===== src/rtl/acel_tilt_decoder.sv =====
// rtl/acel_tilt_decoder.sv - accelerometer tilt decoder with hysteresis, persistence and loss-of-signal timeout
// Build option: define ACEL_PROMEDIO_EN to filter through a 4-sample moving average window.
module acel_tilt_decoder #(
    parameter int UMBRAL_ON      = 40,
    parameter int UMBRAL_OFF     = 20,
    parameter int PERSISTENCIA   = 3,
    parameter int TIMEOUT_CICLOS = 5_000_000
) (
    input  logic       iClk,
    input  logic       iReset,
    input  logic [7:0] iDato,
    input  logic       iDatoValido,
    output logic       oDerecha,
    output logic       oIzquierda,
    output logic       oSinSenal,
    output logic [7:0] oFiltrado
);
    typedef enum logic [1:0] {
        CENTRO    = 2'd0,
        DERECHA   = 2'd1,
        IZQUIERDA = 2'd2
    } tEstado;

    localparam logic [23:0] TIMEOUT_MAX = 24'(TIMEOUT_CICLOS);

    tEstado             estado;
    tEstado             estadoSig;
    tEstado             destino;
    logic [3:0]         cuentaPers;
    logic [3:0]         cuentaSig;
    logic [3:0]         racha;
    logic               dirPend;
    logic               dirSig;
    logic               cumple;
    logic               haciaIzq;
    logic [23:0]        cuentaTimeout;
    logic               timeoutEvento;
    logic               muestraValida;
    logic               filtradoValido;
    logic [7:0]         filtNuevo;
    logic signed [31:0] filtExt;

    // A strobe on the would-be timeout edge wins, so the event needs an idle input.
    assign timeoutEvento = !iDatoValido && (cuentaTimeout != TIMEOUT_MAX)
                           && (cuentaTimeout + 24'd1 == TIMEOUT_MAX);

`ifdef ACEL_PROMEDIO_EN
    logic [7:0] ventana [4];
    logic [9:0] suma;

    assign suma = {{2{ventana[0][7]}}, ventana[0]} + {{2{ventana[1][7]}}, ventana[1]}
                + {{2{ventana[2][7]}}, ventana[2]} + {{2{ventana[3][7]}}, ventana[3]};
    // Dropping the two LSBs of the signed sum is the arithmetic shift right by 2.
    assign filtNuevo = suma[9:2];

    always_ff @(posedge iClk or posedge iReset) begin
        if (iReset) begin
            for (int i = 0; i < 4; i++) ventana[i] <= '0;
        end else if (iDatoValido) begin
            ventana[0] <= iDato;
            ventana[1] <= ventana[0];
            ventana[2] <= ventana[1];
            ventana[3] <= ventana[2];
        end else if (timeoutEvento) begin
            for (int i = 0; i < 4; i++) ventana[i] <= '0;
        end
    end
`else
    logic [7:0] ultimo;

    assign filtNuevo = ultimo;

    always_ff @(posedge iClk or posedge iReset) begin
        if (iReset) begin
            ultimo <= '0;
        end else if (iDatoValido) begin
            ultimo <= iDato;
        end else if (timeoutEvento) begin
            ultimo <= '0;
        end
    end
`endif

    always_ff @(posedge iClk or posedge iReset) begin
        if (iReset) begin
            muestraValida  <= 1'b0;
            filtradoValido <= 1'b0;
            cuentaTimeout  <= '0;
            oSinSenal      <= 1'b0;
            oFiltrado      <= '0;
        end else begin
            muestraValida  <= iDatoValido;
            filtradoValido <= muestraValida && !timeoutEvento;
            if (iDatoValido) begin
                cuentaTimeout <= '0;
                oSinSenal     <= 1'b0;
            end else if (timeoutEvento) begin
                cuentaTimeout <= TIMEOUT_MAX;
                oSinSenal     <= 1'b1;
            end else if (cuentaTimeout != TIMEOUT_MAX) begin
                cuentaTimeout <= cuentaTimeout + 24'd1;
            end
            if (timeoutEvento) begin
                oFiltrado <= '0;
            end else if (muestraValida) begin
                oFiltrado <= filtNuevo;
            end
        end
    end

    assign filtExt = {{24{oFiltrado[7]}}, oFiltrado};

    always_ff @(posedge iClk or posedge iReset) begin
        if (iReset) begin
            estado     <= CENTRO;
            cuentaPers <= '0;
            dirPend    <= 1'b0;
            oDerecha   <= 1'b0;
            oIzquierda <= 1'b0;
        end else begin
            estado     <= estadoSig;
            cuentaPers <= cuentaSig;
            dirPend    <= dirSig;
            oDerecha   <= (estadoSig == DERECHA);
            oIzquierda <= (estadoSig == IZQUIERDA);
        end
    end

    always_comb begin
        estadoSig = estado;
        cuentaSig = cuentaPers;
        dirSig    = dirPend;
        cumple    = 1'b0;
        haciaIzq  = 1'b0;
        destino   = CENTRO;
        racha     = '0;
        if (timeoutEvento) begin
            estadoSig = CENTRO;
            cuentaSig = '0;
            dirSig    = 1'b0;
        end else if (filtradoValido) begin
            case (estado)
                CENTRO: begin
                    if (filtExt >= UMBRAL_ON) begin
                        cumple  = 1'b1;
                        destino = DERECHA;
                    end else if (filtExt <= -UMBRAL_ON) begin
                        cumple   = 1'b1;
                        haciaIzq = 1'b1;
                        destino  = IZQUIERDA;
                    end
                end
                // Lateral states only ever exit to CENTRO, whatever the tilt direction.
                DERECHA:   cumple = (filtExt < UMBRAL_OFF);
                IZQUIERDA: cumple = (filtExt > -UMBRAL_OFF);
                default:   estadoSig = CENTRO;
            endcase
            if (!cumple) begin
                cuentaSig = '0;
                dirSig    = 1'b0;
            end else begin
                // A run toward the opposite side in CENTRO starts over from one.
                racha = (dirPend == haciaIzq) ? cuentaPers : 4'd0;
                if (int'(racha) + 1 >= PERSISTENCIA) begin
                    estadoSig = destino;
                    cuentaSig = '0;
                    dirSig    = 1'b0;
                end else begin
                    cuentaSig = racha + 4'd1;
                    dirSig    = haciaIzq;
                end
            end
        end
    end
endmodule


===== config.mk =====
export PLATFORM = sky130hd
export DESIGN_NAME = acel_tilt_decoder
export DESIGN_NICKNAME = d
export VERILOG_FILES = /design/src/rtl/acel_tilt_decoder.sv
export SDC_FILE = /design/constraint.sdc
export NUM_CORES = 1
export LEC_CHECK = 0
export ABC_AREA = 1
export CORE_ASPECT_RATIO = 2
export CORE_MARGIN = 2
export CORE_UTILIZATION = 45
export CTS_CLUSTER_SIZE = 16
export DETAILED_ROUTE_END_ITERATION = 10
export GPL_TIMING_DRIVEN = 1
export SYNTH_ARGS = -nofsm -noshare
export SYNTH_HDL_FRONTEND = slang
export SYNTH_SLANG_ARGS = --single-unit
export TNS_END_PERCENT = 20

===== constraint.sdc =====
create_clock -name iClk -period 2.9 [get_ports iClk]
set_input_delay 0.58 -clock iClk [delete_from_list [all_inputs] [get_ports iClk]]
set_output_delay 0.58 -clock iClk [all_outputs]
set_load 0.01 [all_outputs]

==> impl.org <==
** Pwr
- Across the VDD grid, the largest voltage drop is 264 uV.
- Power Dens Cells :: 527 mW/mm^2
- Of the total power, combinational logic draws 0.238.
- Cell internal power dissipation :: 1.29 mW
- In this run the static leakage power is 1.73 nW.
- Of the total power, registers draw 0.450.
- In this run the power spent charging and discharging nets is 0.591 mW.
- Of the total power, the share spent switching nets is 0.314.
- Of the total power, the clock network draws 0.311.

** Cells and area
- Once layout is complete, the utilization of the core stands at 0.541.
- ANT cells :: 0
- Fraction of final layout cells with drive strength greater than 1 :: 0.0959
- Synth-to-Final Area Change :: 15.7%
- The final layout contains 474 nets.

** Route
- Final routed wirelength across all metal layers :: 7540 um
- Dividing the detail-routed wire length by the instance count gives 13.8 um.
- The first detailed-routing pass took 4 iterations.
- After detailed routing, the number of vias per cell comes to 5.03.
- The count of nets left with antenna violations once routing finished came out at 0.
- Drt initial violations :: 116
- DRC Markers :: 0
- Routed via count :: 2750

** Clock tree
- TritonCTS built the clock tree.
- In this run, post-CTS repair resized a total of 0 instances.
- The cell sitting at the root of the clock tree is a sky130_fd_sc_hd__clkbuf_16.
- Number of buffers created by CTS :: 5
- Counting every sink on the clock net gives 52.
- After clock tree synthesis, the setup repair step added 0 buffers.
- The later pin in the worst-skew pair is clocked with a latency of 0.29 ns.
- The clock passes through at most 2 buffers.
- Clock-pin slew was measured on the worst setup and hold paths at 0.07 ns.
- Buffers inserted to repair hold after CTS numbered 0.
- H-tree levels :: 2

** Synth
- Synthesis inferred 52 register bits.
- In the synthesized netlist, the number of instances is 429.
- Yosys mapped the design onto 27 distinct sky130hd cell types.
- Net count after synthesis :: 445
- Of the synthesized area, sequential elements account for 0.421.
- Mean instance size in the synthesized netlist :: 7.21 um^2
- Post-Synthesis Cell Area :: 0.00309 mm^2
- For this run, the number of Yosys warnings is 0.
- sky130_fd_sc_hd__dfrtp_1 takes more of the synthesized area than any other cell.
- The share of synthesized area in the top cell type comes to 0.421.
- Ranking of synthesized cells by area :: sky130_fd_sc_hd__dfrtp_1 (42%), sky130_fd_sc_hd__nand2_1 (17%), sky130_fd_sc_hd__inv_1 (6.9%)

** STA
- For this run, the top clock speed supported by timing is 0.400 GHz.
- The final number of hold-violating endpoints is 0.
- Setup violation total in the final timing report :: 0
- Final worst-path cycle share :: 0.862
- Unrepaired setup endpoints after global routing :: no
- Clock skew on the completed layout was measured at 0.00391 ns.
- Post-route minimum period :: 2.50 ns
- Hold timing on the final database bottoms out at a slack of 0.487 ns.
- Worst path setup slack after routing :: 0.399 ns
- Headroom to the max-slew limit came out at 0.611.
- Final count of pins violating max slew :: 0
- Aggregate negative setup slack :: 0 ns
- Actual transition at the worst max-transition pin :: 0.583 ns

** Floorplan
- Starting Density :: 0.467
- The total area inside the core boundary comes to 0.00662 mm^2.
- The die covers 0.00759 mm^2.
- Pin placement for this block handled 22 I/O pins.
- Die Height :: 121 um
- From left edge to right edge, the die measures 62.6 um.
- Std-Cell Rows :: 42

** Global routing
- Leftover overflow at the end of global routing :: 0
- Entering global routing, the biggest net connects 33 pins.
- The number of antenna violations at the first check in global routing is 0.
- The via count of the first global-routing pass is 2754.
- For this run, the total global-route usage over all layers was measured as 0.217.
- The first global-routing pass estimated 12600 um of wire.

** Worst setup path
- In this run the worst setup path begins at cuentaTimeout[1].
- Critical path start-end classification :: register to register
- Measured in cells, the most critical reg-to-reg path has a length of 13.
- Category of the worst setup path launch point :: register
- The startpoint identified for the worst register-to-register timing path is cuentaTimeout[1].
- Arrival time at the worst endpoint :: 2.68 ns
- Data on the critical path is required at its endpoint by 3.08 ns.
- Worst-path cell chain :: ha_1, nand3_1, inv_1, nand2_2, nor2_4, nand3b_1, xor2_1, nand2_1, nor2_1, nor2b_1, nand3_1, nand3_1, nor2_1
- Capturing point of the worst reg2reg path :: oIzquierda
- Together, buffers and inverters on the worst path number 1.
- On the critical path the largest part of the delay comes from simple AND/OR/NAND/NOR gates.
- Termination of the worst setup path :: oIzquierda
- Logic depth of the worst setup path including buffers :: 13
- Among all stages on the critical path, the largest delay is contributed by sky130_fd_sc_hd__dfrtp_1.
- Slack of the worst reg-to-reg path :: 0.40 ns
- Cell seen most often among critical-path stages :: sky130_fd_sc_hd__nand3_1
- Setup crit end kind :: register
- Worst path max stage delay :: 0.43 ns
- Critical-path maximum fanout :: 5

** Placement
- Post-detail-place hpwl :: 5990 um
- Setup slack at placement :: 0.361 ns
- GPL Wtd Cong :: 0.946
- The count of buffers added on input and output ports is 21.

** Hold path
- The worst hold path was traced through 2 stages.
- Worst min path class :: register to register

** Run
- Max-cap violations :: 0

** Run status
- Result of the run :: completed
-- state kept, by name, summed over array words and instances (netlist names) --
name	cells
dirPend	1
oDerecha	1
cuentaTimeout	24
filtradoValido	1
muestraValida	1
filtNuevo	8
oIzquierda	1
oSinSenal	1
estado	2
cuentaPers	4
oFiltrado	8
-- power by group through the flow --
stage / Clock, mW / Sequential [mW] / Combinational [mW]
after global routing: 0.633 / 0.858 / 0.520
after floorplan: 0 / 0.863 / 0.288
after CTS: 0.610 / 0.849 / 0.451
final: 0.587 / 0.849 / 0.449
after detailed placement: 0 / 0.863 / 0.448
after global placement: 0 / 0.862 / 0.443
-- per-layer routing --
layer  part of all wire  up-vias  GRT usage
li1                   -     1391          -
met1               0.36     1297      0.199
met2               0.59       42      0.444
met3              0.018       20     0.0260
met4              0.040        0      0.114
met5                  0        -          0
-- cell families (layout without fill, tap and decap cells) --
kind of cell | count (synthesis) | in the layout | synth area share
and+or+nand+nor | 282 | 282 | 0.418
buffers and inverters | 66 | 96 | 0.0825
DFF | 52 | 52 | 0.421
xor gates and xnor gates | 15 | 15 | 0.0425
AOI/OAI and AO/OA | 9 | 9 | 0.0162
adders and majority gates | 5 | 5 | 0.0202
-- Yosys cell counts --
| cell type | instances |
|---|---|
| sky130_fd_sc_hd__inv_2 | 4 |
| sky130_fd_sc_hd__o31ai_1 | 2 |
| sky130_fd_sc_hd__nor3_1 | 9 |
| sky130_fd_sc_hd__inv_1 | 57 |
| sky130_fd_sc_hd__xor2_1 | 14 |
| sky130_fd_sc_hd__nor3_2 | 3 |
| sky130_fd_sc_hd__nand4_1 | 14 |
| sky130_fd_sc_hd__a21oi_1 | 5 |
| sky130_fd_sc_hd__nand4_4 | 1 |
| sky130_fd_sc_hd__buf_6 | 1 |
| sky130_fd_sc_hd__nor2_4 | 2 |
| sky130_fd_sc_hd__nand3_2 | 9 |
| sky130_fd_sc_hd__nor2_1 | 56 |
| sky130_fd_sc_hd__nand3_1 | 31 |
| sky130_fd_sc_hd__nand3b_1 | 1 |
| sky130_fd_sc_hd__nor2_2 | 7 |
| sky130_fd_sc_hd__nor4_1 | 2 |
| sky130_fd_sc_hd__buf_1 | 1 |
| sky130_fd_sc_hd__xnor2_1 | 1 |
| sky130_fd_sc_hd__nand2_2 | 3 |
| sky130_fd_sc_hd__ha_1 | 5 |
| sky130_fd_sc_hd__and3_1 | 2 |
| sky130_fd_sc_hd__o21ai_0 | 2 |
| sky130_fd_sc_hd__clkbuf_1 | 3 |
| sky130_fd_sc_hd__nor2b_1 | 1 |
| sky130_fd_sc_hd__dfrtp_1 | 52 |
| sky130_fd_sc_hd__nand2_1 | 141 |
-- placed cells by master, fill, tap and decap left out, drive strengths merged --
master / instances
nor2b: 1
o31ai: 2
clkinvlp: 1
nand3b: 1
nor4: 2
o21ai: 2
dfrtp: 52
clkdlybuf4s50: 21
clkbuf: 6
nor2: 65
xor2: 14
a21oi: 5
clkinv: 1
nand2: 144
nand4: 15
inv: 61
nor3: 12
and3: 2
nand3: 40
xnor2: 1
buf: 6
ha: 5
-- worst min-delay path, delay by kind of cell (launching register included) --
family / cells / cell delay [ns]
flip-flops: 1 / 0.35
AND/OR/NAND/NOR: 2 / 0.11
-- final cells by class --
cell class,instances,area (um^2)
flip-flops and latches,52,1300
repair buffers,27,255
inverters,61,229
clock buffers,6,129
fillers,683,3040
multi-input cells,311,1540
well taps,88,110
clock inverters,2,16.3
-- through the flow --
step / power, mW / instances / cell area [um^2]
2_1_floorplan: 1.15 / 429 / 3090
5_1_grt: 2.01 / 547 / 3580
3_3_place_gp: 1.30 / 539 / 3430
3_5_place_dp: 1.31 / 539 / 3430
4_1_cts: 1.91 / 547 / 3580
6_report: 1.89 / 547 / 3580
-- worst min path at each step --
stage | start | to | slack, ns
CTS | filtNuevo[6] | oFiltrado[6] | 0.49
floorplan | filtNuevo[6] | oFiltrado[6] | 0.45
global route | filtNuevo[6] | oFiltrado[6] | 0.52
finish | filtNuevo[6] | oFiltrado[6] | 0.49
global placement | filtNuevo[6] | oFiltrado[6] | 0.47
detailed placement | filtNuevo[6] | oFiltrado[6] | 0.47
(Power assumes the default switching activity.)
